**src/rtl/alu_if.sv**
```systemverilog
// Operand/result bundle for the registered ALU.
// The master drives operands and select; the slave returns the registered result and flags.
interface alu_if #(
    parameter int size = 8
);
    logic [size-1:0] a;
    logic [size-1:0] b;
    logic            cin;
    logic [5:0]      sel;
    logic [size-1:0] y;
    logic            cout;
    logic            zero;

    modport master (
        output a, b, cin, sel,
        input  y, cout, zero
    );

    modport slave (
        input  a, b, cin, sel,
        output y, cout, zero
    );
endinterface

```
**src/rtl/alu.sv**
```systemverilog
// Single-cycle ALU: combinational core selected by sel, with result, carry and zero
// flag registered on the rising clock edge.
module alu #(
    parameter int size = 8
) (
    input  logic  clk,
    input  logic  rst,
    alu_if.slave  bus
);
    localparam int half = size / 2;

    typedef enum logic [1:0] {
        CLS_XFER  = 2'b00,
        CLS_LOGIC = 2'b01,
        CLS_ARITH = 2'b10,
        CLS_SHIFT = 2'b11
    } op_class_t;

    op_class_t       op_class;
    logic            carry_en;
    logic [2:0]      opcode;
    logic            fill;
    logic            def_c;
    logic            c;
    logic [size-1:0] op_x;
    logic [size-1:0] op_y;
    logic [size:0]   sum;
    logic            lt;
    logic            eq;
    logic            gt;
    logic [size-1:0] next_y;
    logic            next_cout;
    logic [size-1:0] y_q;
    logic            cout_q;
    logic            zero_q;

    assign op_class = op_class_t'(bus.sel[5:4]);
    assign carry_en = bus.sel[3];
    assign opcode   = bus.sel[2:0];
    assign fill     = carry_en ? bus.cin : 1'b0;
    assign lt       = bus.a < bus.b;
    assign eq       = bus.a == bus.b;
    assign gt       = bus.a > bus.b;

    // Every arithmetic form reduces to X + Y + c; the opcode only picks operands and default carry.
    always_comb begin
        op_x  = bus.a;
        op_y  = '0;
        def_c = 1'b0;
        case (opcode)
            3'b000: begin op_x = bus.a;  op_y = bus.b;  def_c = 1'b0; end
            3'b001: begin op_x = bus.a;  op_y = ~bus.b; def_c = 1'b1; end
            3'b010: begin op_x = bus.a;  op_y = '0;     def_c = 1'b1; end
            3'b011: begin op_x = bus.a;  op_y = '1;     def_c = 1'b0; end
            3'b100: begin op_x = bus.b;  op_y = ~bus.a; def_c = 1'b1; end
            3'b101: begin op_x = ~bus.a; op_y = '0;     def_c = 1'b1; end
            3'b110: begin op_x = bus.a;  op_y = bus.a;  def_c = 1'b0; end
            3'b111: begin op_x = bus.b;  op_y = '0;     def_c = 1'b1; end
            default: begin op_x = bus.a; op_y = '0;     def_c = 1'b0; end
        endcase
        c   = carry_en ? bus.cin : def_c;
        sum = {1'b0, op_x} + {1'b0, op_y} + {{size{1'b0}}, c};
    end

    always_comb begin
        next_y    = '0;
        next_cout = 1'b0;
        case (op_class)
            CLS_XFER: begin
                case (opcode)
                    3'b000: next_y = bus.a;
                    3'b001: next_y = bus.b;
                    3'b010: next_y = '0;
                    3'b011: next_y = '1;
                    3'b100: next_y = {{(size-1){1'b0}}, bus.cin};
                    3'b101: next_y = gt ? bus.a : bus.b;
                    3'b110: next_y = lt ? bus.a : bus.b;
                    3'b111: next_y = {{(size-3){1'b0}}, lt, eq, gt};
                    default: next_y = '0;
                endcase
            end
            CLS_LOGIC: begin
                case (opcode)
                    3'b000: next_y = bus.a & bus.b;
                    3'b001: next_y = bus.a | bus.b;
                    3'b010: next_y = bus.a ^ bus.b;
                    3'b011: next_y = ~(bus.a & bus.b);
                    3'b100: next_y = ~(bus.a | bus.b);
                    3'b101: next_y = ~(bus.a ^ bus.b);
                    3'b110: next_y = ~bus.a;
                    3'b111: next_y = ~bus.b;
                    default: next_y = '0;
                endcase
            end
            CLS_ARITH: begin
                next_y    = sum[size-1:0];
                next_cout = sum[size];
            end
            CLS_SHIFT: begin
                case (opcode)
                    3'b000: begin next_y = {bus.a[size-2:0], fill};         next_cout = bus.a[size-1]; end
                    3'b001: begin next_y = {fill, bus.a[size-1:1]};         next_cout = bus.a[0];      end
                    3'b010: begin next_y = {bus.a[size-1], bus.a[size-1:1]}; next_cout = bus.a[0];     end
                    3'b011: begin next_y = {bus.a[size-2:0], bus.a[size-1]}; next_cout = bus.a[size-1]; end
                    3'b100: begin next_y = {bus.a[0], bus.a[size-1:1]};     next_cout = bus.a[0];      end
                    3'b101: next_y = bus.a << bus.b[2:0];
                    3'b110: next_y = bus.a >> bus.b[2:0];
                    3'b111: next_y = {bus.a[half-1:0], bus.a[size-1:half]};
                    default: next_y = '0;
                endcase
            end
            default: next_y = '0;
        endcase
    end

    always_ff @(posedge clk) begin
        if (rst) begin
            y_q    <= '0;
            cout_q <= 1'b0;
            zero_q <= 1'b1;
        end else begin
            y_q    <= next_y;
            cout_q <= next_cout;
            zero_q <= (next_y == '0);
        end
    end

    assign bus.y    = y_q;
    assign bus.cout = cout_q;
    assign bus.zero = zero_q;
endmodule

```
**src/flat_wrapper.sv**
```systemverilog
// flat-port wrapper written by rule: the top's interface ports become plain ports
module alu_flat 
#(
    parameter int size = 8
)
  (clk, rst, bus_a, bus_b, bus_cin, bus_sel, bus_y, bus_cout, bus_zero);
  alu_if #(.size(size)) bus_i ();
  input  logic clk;
  input  logic rst;
  input wire logic [$bits(bus_i.a)-1:0] bus_a;
  input wire logic [$bits(bus_i.b)-1:0] bus_b;
  input wire logic [$bits(bus_i.cin)-1:0] bus_cin;
  input wire logic [$bits(bus_i.sel)-1:0] bus_sel;
  output wire logic [$bits(bus_i.y)-1:0] bus_y;
  output wire logic [$bits(bus_i.cout)-1:0] bus_cout;
  output wire logic [$bits(bus_i.zero)-1:0] bus_zero;
  assign bus_i.a = bus_a;
  assign bus_i.b = bus_b;
  assign bus_i.cin = bus_cin;
  assign bus_i.sel = bus_sel;
  assign bus_y = bus_i.y;
  assign bus_cout = bus_i.cout;
  assign bus_zero = bus_i.zero;
  alu #(.size(size)) u_core (.clk(clk), .rst(rst), .bus(bus_i));
endmodule
```
**config.mk**
```make
export PLATFORM = sky130hd
export DESIGN_NAME = alu_flat
export DESIGN_NICKNAME = d
export VERILOG_FILES = /design/src/rtl/alu_if.sv /design/src/rtl/alu.sv /design/src/flat_wrapper.sv
export SDC_FILE = /design/constraint.sdc
export NUM_CORES = 1
export LEC_CHECK = 0
export CAP_MARGIN = 20
export CORE_ASPECT_RATIO = 1.5
export CORE_MARGIN = 4
export CORE_UTILIZATION = 65
export DETAILED_ROUTE_END_ITERATION = 7
export PLACE_DENSITY_LB_ADDON = 0.2
export SETUP_SLACK_MARGIN = 0.5
export SLEW_MARGIN = 10
export SYNTH_ARGS = -nofsm -noshare
export SYNTH_HDL_FRONTEND = slang
export SYNTH_SLANG_ARGS = --single-unit
```
**constraint.sdc**
```tcl
create_clock -name clk -period 7.4 [get_ports clk]
set_input_delay 1.11 -clock clk [delete_from_list [all_inputs] [get_ports clk]]
set_output_delay 1.11 -clock clk [all_outputs]
set_load 0.01 [all_outputs]
```
==> flow_summary.yaml, run 1 <==
status:
  outcome: "finished, final reports clean"
clocking:
  clockRootBuffer: "clkbuf_8"
  clockBufferDepth: 2
  post_cts_buffers: 0
  ctsResizeCount: 0
  cts-htree-levels: 1
  clk_pin_slew_ps: 40
  numCtsBuffers: 3
  cts.sinks: 10
  ctsHoldBuffers: 0
  cts_tree: "built"
yosys:
  synth-edff-count: 0
  netlist_area_mm2: 0.003607
  synth_top_family_by_area: "compound AO/OA/AOI/OAI gates"
  synth_compound_area_share_pct: 38.99
  ys_seq_area_share_pct: 5.550
  syn_inst: 503
  yosys.area_share.simple_pct: 18.59
  ys_types: 76
  synth.avg_cell_area_um2: 7.171
  async_reset_ff_share_pct: 0
  synthMuxAreaShare_pct: 12.56
  yosys_warnings: 0
  synthAdderAreaFrac_pct: 12.49
  synthesis.nets: 562
  synthXorXnorAreaFrac_pct: 3.365
  yosys_most_used_dff: "dfxtp_1"
  ys_seq_elements: 10
final_layout:
  diodes: 0
  nets: 561
  postLayoutCellArea_mm2: 0.003926
  areaGrowthSynthToFinish_pct: 8.845
  layout-drive-gt1-share_pct: 9.600
  fin_util_pct: 72.59
  layout_commonest_cell: "a21oi_1"
  final_cell_mix: "a21oi_1 (47), o21ai_0 (44), nand2_1 (43)"
flow_run:
  maxCapViolations: 0
placement:
  globalplace.congestion: 1.014
  post-dp-hpwl_mm: 10.01
  place_area_mm2: 0.003877
  io_buffers: 34
floorplanning:
  initial_core_util_pct: 66.69
  dieArea_mm2: 0.006830
  pin_count: 35
  core-area_mm2: 0.005409
  rows: 33
  die_h_um: 99.24
  die_x_um: 68.83
timing:
  tns_ps: 0
  setup_viol: 0
  slew_headroom_pct: 38.36
  worstMarginPinSlew_ps: 921.7
  fmax_mhz: 193.8
  min_period_ps: 5160
  rsz0062_at_grt: "false"
  fin_crit_sh_pct: 69.73
  drv_slew: 0
  finalHoldViolCount: 0
min_path:
  hold_end: "u_core.bus.y[4]$_SDFF_PP0_"
  hp-class: "input pin to flip-flop"
  hold_start: "rst"
  hold_depth: 2
route:
  drt_first_iter_violations: 629
  avgViaCountPerCell: 7.895
  num_vias: 4500
  first_pass_iters: 6
  wl_per_cell_um: 24.54
  drcViolationCount: 0
  routed_wirelength_mm: 13.99
  antenna_left: 0
power_and_ir_drop:
  power.density_mw_per_mm2: 104.6
  vdd_ir_drop_max_mv: 0.05338
  p_leak_uw: 0.001544
  power_uw: 410.5
global_routing:
  grt_overflow: 0
  grt_pass1_wl_mm: 21.76
  grt_pass1_vias: 4150
  grt_usage_pct: 42.20
  grt_max_degree: 45
  antenna_found_initial: 0
critical_path:
  worst-path-max-fanout: 23
  cp-end-kind: "flip-flop"
  worstPathArrival_ps: 5310
  worstSetupPathType: "input pin to flip-flop"
  startpoint_type: "input pin"
  cp.required_ps: 7550
==> flip-flops by register name (all words and copies together) (netlist names) <==
name / count
u_core.bus.zero: 1
u_core.bus.cout: 1
u_core.bus.y: 8
==> worst max-delay path by stage <==
stage	from	endpoint	slack (ps)	depth (start not counted)
2_1_floorplan	bus_sel[1]	u_core.bus.zero$_SDFF_PP1_	2770	18
3_3_place_gp	bus_sel[0]	u_core.bus.zero$_SDFF_PP1_	2170	16
3_5_place_dp	bus_sel[0]	u_core.bus.zero$_SDFF_PP1_	2020	13
4_1_cts	bus_sel[0]	u_core.bus.zero$_SDFF_PP1_	2250	13
5_1_grt	bus_sel[0]	u_core.bus.zero$_SDFF_PP1_	1940	16
6_report	bus_b[2]	u_core.bus.zero$_SDFF_PP1_	2240	11
==> cell usage after synthesis (5+ instances only) <==
cell      instances  area share, %
a22oi_1           5            1.0
mux4_2           10            6.2
o221ai_1          6            1.5
xor2_1            8            1.9
buf_2            16            2.2
o22ai_1          15            2.6
nand3_1          12            1.7
nor2_1           33            3.4
nand2b_1          8            1.4
a31oi_1           6            1.0
a21oi_1          47            6.5
mux2_2            6            1.9
mux2i_1          16            4.4
clkbuf_1         28            2.9
nand2_1          43            4.5
nor3_1            8            1.1
and3_1            6            1.0
buf_1             5           0.52
inv_1            21            2.2
nor2b_1           6            1.0
ha_1             32             11
a22o_1            6            1.5
dfxtp_1          10            5.5
o21ai_0          44            6.1
o211ai_1          8            1.7
a221oi_1          6            1.5
a211oi_1          9            1.9
==> logic make-up after synthesis <==
logic type               Yosys count
AO/OA/AOI/OAI                    205
XOR/XNOR                          13
adder cells (fa/ha/maj)           35
buffers and inverters             74
flip-flops                        10
multiplexers                      32
AND/OR/NAND/NOR                  134
==> metal layers <==
layer | GRT usage, % | part of all wire, % | vias to the layer above
met3 | 8.588 | 12 | 126
met1 | 51.26 | 33 | 2045
li1 | - | - | 1918
met2 | 64.09 | 45 | 411
met5 | 0 | 0 | -
met4 | 30.33 | 9.1 | 0
==> report_power, final <==
part	switching (µW)	internal, µW	total (µW)
clock	17.6	35.3	52.9
sequential	1.37	60.0	61.4
combinational	178	118	296
==> final cells by class <==
cell class | instances | area, µm²
clock buffers | 3 | 41.29
fillers | 476 | 1483
inverters | 24 | 90.09
multi-input cells | 419 | 3102
flip-flops and latches | 10 | 200.2
well taps | 70 | 87.58
repair buffers | 44 | 405.4
==> critical path, stage by stage <==
cell	delay (ps)
clkdlybuf4s50_1	1080
inv_1	350
ha_1	490
nor2_1	70
a221oi_1	710
o211a_1	340
o32ai_2	180
and2_4	230
a2111oi_4	380
nand3_1	140
o31ai_2	220
==> stage by stage <==
stage	std cells	setup slack, ps	hold slack, ps
finish	570	2240	1610
CTS	569	2245	1592
global route	570	1944	1627
global placement	566	2167	1828
floorplan	503	2771	1295
detailed placement	566	2020	1826
Power figures use the tool's default switching activity.
==> inputs of run 2 (changes only) <==
- CORE_UTILIZATION: 65 -> 60
- clock period: 7.4 -> 5.2 ns (I/O delays scaled with it)
==> run 2 against run 1 <==
Via count rose by 0.60%. Non-clock buffer count rose by 15. Clock power up 84%. Clock-buffer cell count up 1. Critical path type unchanged. Final cell count increased by 3.2%. Sequential share of layout area shrank 0.16 points. Routed wire length up 4.3%. Worst hold slack lost 340 ps.
==> flow_summary.yaml, run 2 (synthesized netlist as in run 1, its figures left out) <==
global_routing:
  grt_overflow: 0
  grt_max_degree: 36
  grt_pass1_vias: 4208
  grt_usage_pct: 38.86
  grt_pass1_wl_mm: 22.46
  antenna_found_initial: 0
clocking:
  ctsHoldBuffers: 0
  clockRootBuffer: "clkbuf_8"
  clk_pin_slew_ps: 50
  cts-htree-levels: 1
  cts.sinks: 10
  post_cts_buffers: 0
  cts_tree: "built"
  ctsResizeCount: 0
  clockBufferDepth: 2
  numCtsBuffers: 3
critical_path:
  cp-end-kind: "flip-flop"
  worstSetupPathType: "input pin to flip-flop"
  worstPathArrival_ps: 4620
  cp.required_ps: 5350
  startpoint_type: "input pin"
  worst-path-max-fanout: 27
power_and_ir_drop:
  netSwitchingPower_uw: 294.3
  power.density_mw_per_mm2: 154.0
  p_int_uw: 330.0
  pwr-share-seq_pct: 14.0
  p_clk_share_pct: 15.6
  p_leak_uw: 0.001623
  pwr-share-comb_pct: 70.4
  vdd_ir_drop_max_mv: 0.08099
  power.share.switching_pct: 47.14
route:
  wl_per_cell_um: 24.82
  avgViaCountPerCell: 7.699
  antenna_left: 0
  routed_wirelength_mm: 14.60
  drt_first_iter_violations: 535
  num_vias: 4527
  drcViolationCount: 0
  first_pass_iters: 5
timing:
  min_period_ps: 4470
  setup_viol: 0
  fmax_mhz: 223.7
  tns_ps: 0
  fin_crit_sh_pct: 85.97
  slew_headroom_pct: 55.91
  worstMarginPinSlew_ps: 644.6
  drv_slew: 0
  finalHoldViolCount: 0
  whs_ps: 1273
  rsz0062_at_grt: "false"
placement:
  dp_cells: 584
  io_buffers: 34
  post-dp-hpwl_mm: 10.89
  globalplace.congestion: 1.053
final_layout:
  final_cell_mix: "a21oi_1 (47), o21ai_0 (44), nand2_1 (43)"
  areaGrowthSynthToFinish_pct: 12.42
  nets: 576
  layout_commonest_cell: "a21oi_1"
  fin_util_pct: 69.58
  stdcell_count: 588
  register_area_um2: 200.2
  layout-drive-gt1-share_pct: 12.40
  diodes: 0
  fill_cells: 514
  largest_register_ffs: 8
  multiInputGateArea_mm2: 0.003102
min_path:
  hp-class: "input pin to flip-flop"
  hold_end: "u_core.bus.y[3]$_SDFF_PP0_"
  hold_start: "rst"
  hold_depth: 2
floorplanning:
  pin_count: 35
  dieArea_mm2: 0.007342
  core-area_mm2: 0.005828
  die_h_um: 103.0
  initial_core_util_pct: 61.89
  rows: 34
  die_x_um: 71.31
flow_run:
  maxCapViolations: 0
status:
  outcome: "finished, final reports clean"
[run 2: power groups by stage]
| stage | Combinational (µW) | Sequential [µW] | Clock (µW) |
|---|---|---|---|
| after floorplan | 274 | 93.3 | 0 |
| after global placement | 410 | 88.6 | 0 |
| after detailed placement | 419 | 89.3 | 0 |
| after CTS | 423 | 87.8 | 96.3 |
| after global routing | 465 | 88.2 | 101 |
| final | 439 | 87.6 | 97.3 |
[run 2: metrics by stage]
step	total power (µW)	setup WS (ps)	instance area (µm²)
3_5_place_dp	508.7	672.1	4000
4_1_cts	607.0	861.2	4055
3_3_place_gp	498.1	914.7	4000
6_report	624.3	729.6	4055
2_1_floorplan	367.3	901.0	3607
5_1_grt	653.8	581.5	4055
[run 2: final cells by class]
cell class | count | share of cell area [%]
tap | 72 | 2.222
clock buffer | 4 | 1.358
timing repair buffer | 59 | 12.77
sequential | 10 | 4.937
inverter | 24 | 2.222
multi-input combinational | 419 | 76.49
[run 2: layer usage]
layer  part of all wire (%)  track usage (%)  routed length [µm]
met4                    6.3            18.23                 920
met5                      0                0                   0
met3                     11            7.220                1639
met2                     47            67.56                6864
met1                     35            45.80                5171
[run 2: how the worst max path moves through the flow]
stage                from                    endpoint  slack (ps)  depth (start not counted)
3_5_place_dp   bus_sel[0]  u_core.bus.zero$_SDFF_PP1_         670                         13
6_report       bus_sel[0]  u_core.bus.zero$_SDFF_PP1_         730                         13
2_1_floorplan  bus_sel[1]  u_core.bus.zero$_SDFF_PP1_         900                         18
4_1_cts        bus_sel[0]  u_core.bus.zero$_SDFF_PP1_         860                         13
5_1_grt        bus_sel[0]  u_core.bus.zero$_SDFF_PP1_         580                         13
3_3_place_gp     bus_b[1]  u_core.bus.zero$_SDFF_PP1_         910                         11
[run 2: worst max-delay path: stages]
cell,delay [ps]
clkdlybuf4s50_1,630
buf_4,340
nand2b_1,460
o22ai_1,220
ha_1,350
nor2b_1,160
o31a_1,260
o22ai_1,260
xnor2_1,120
o211a_1,210
a311oi_1,420
nand3_1,160
o31ai_2,270
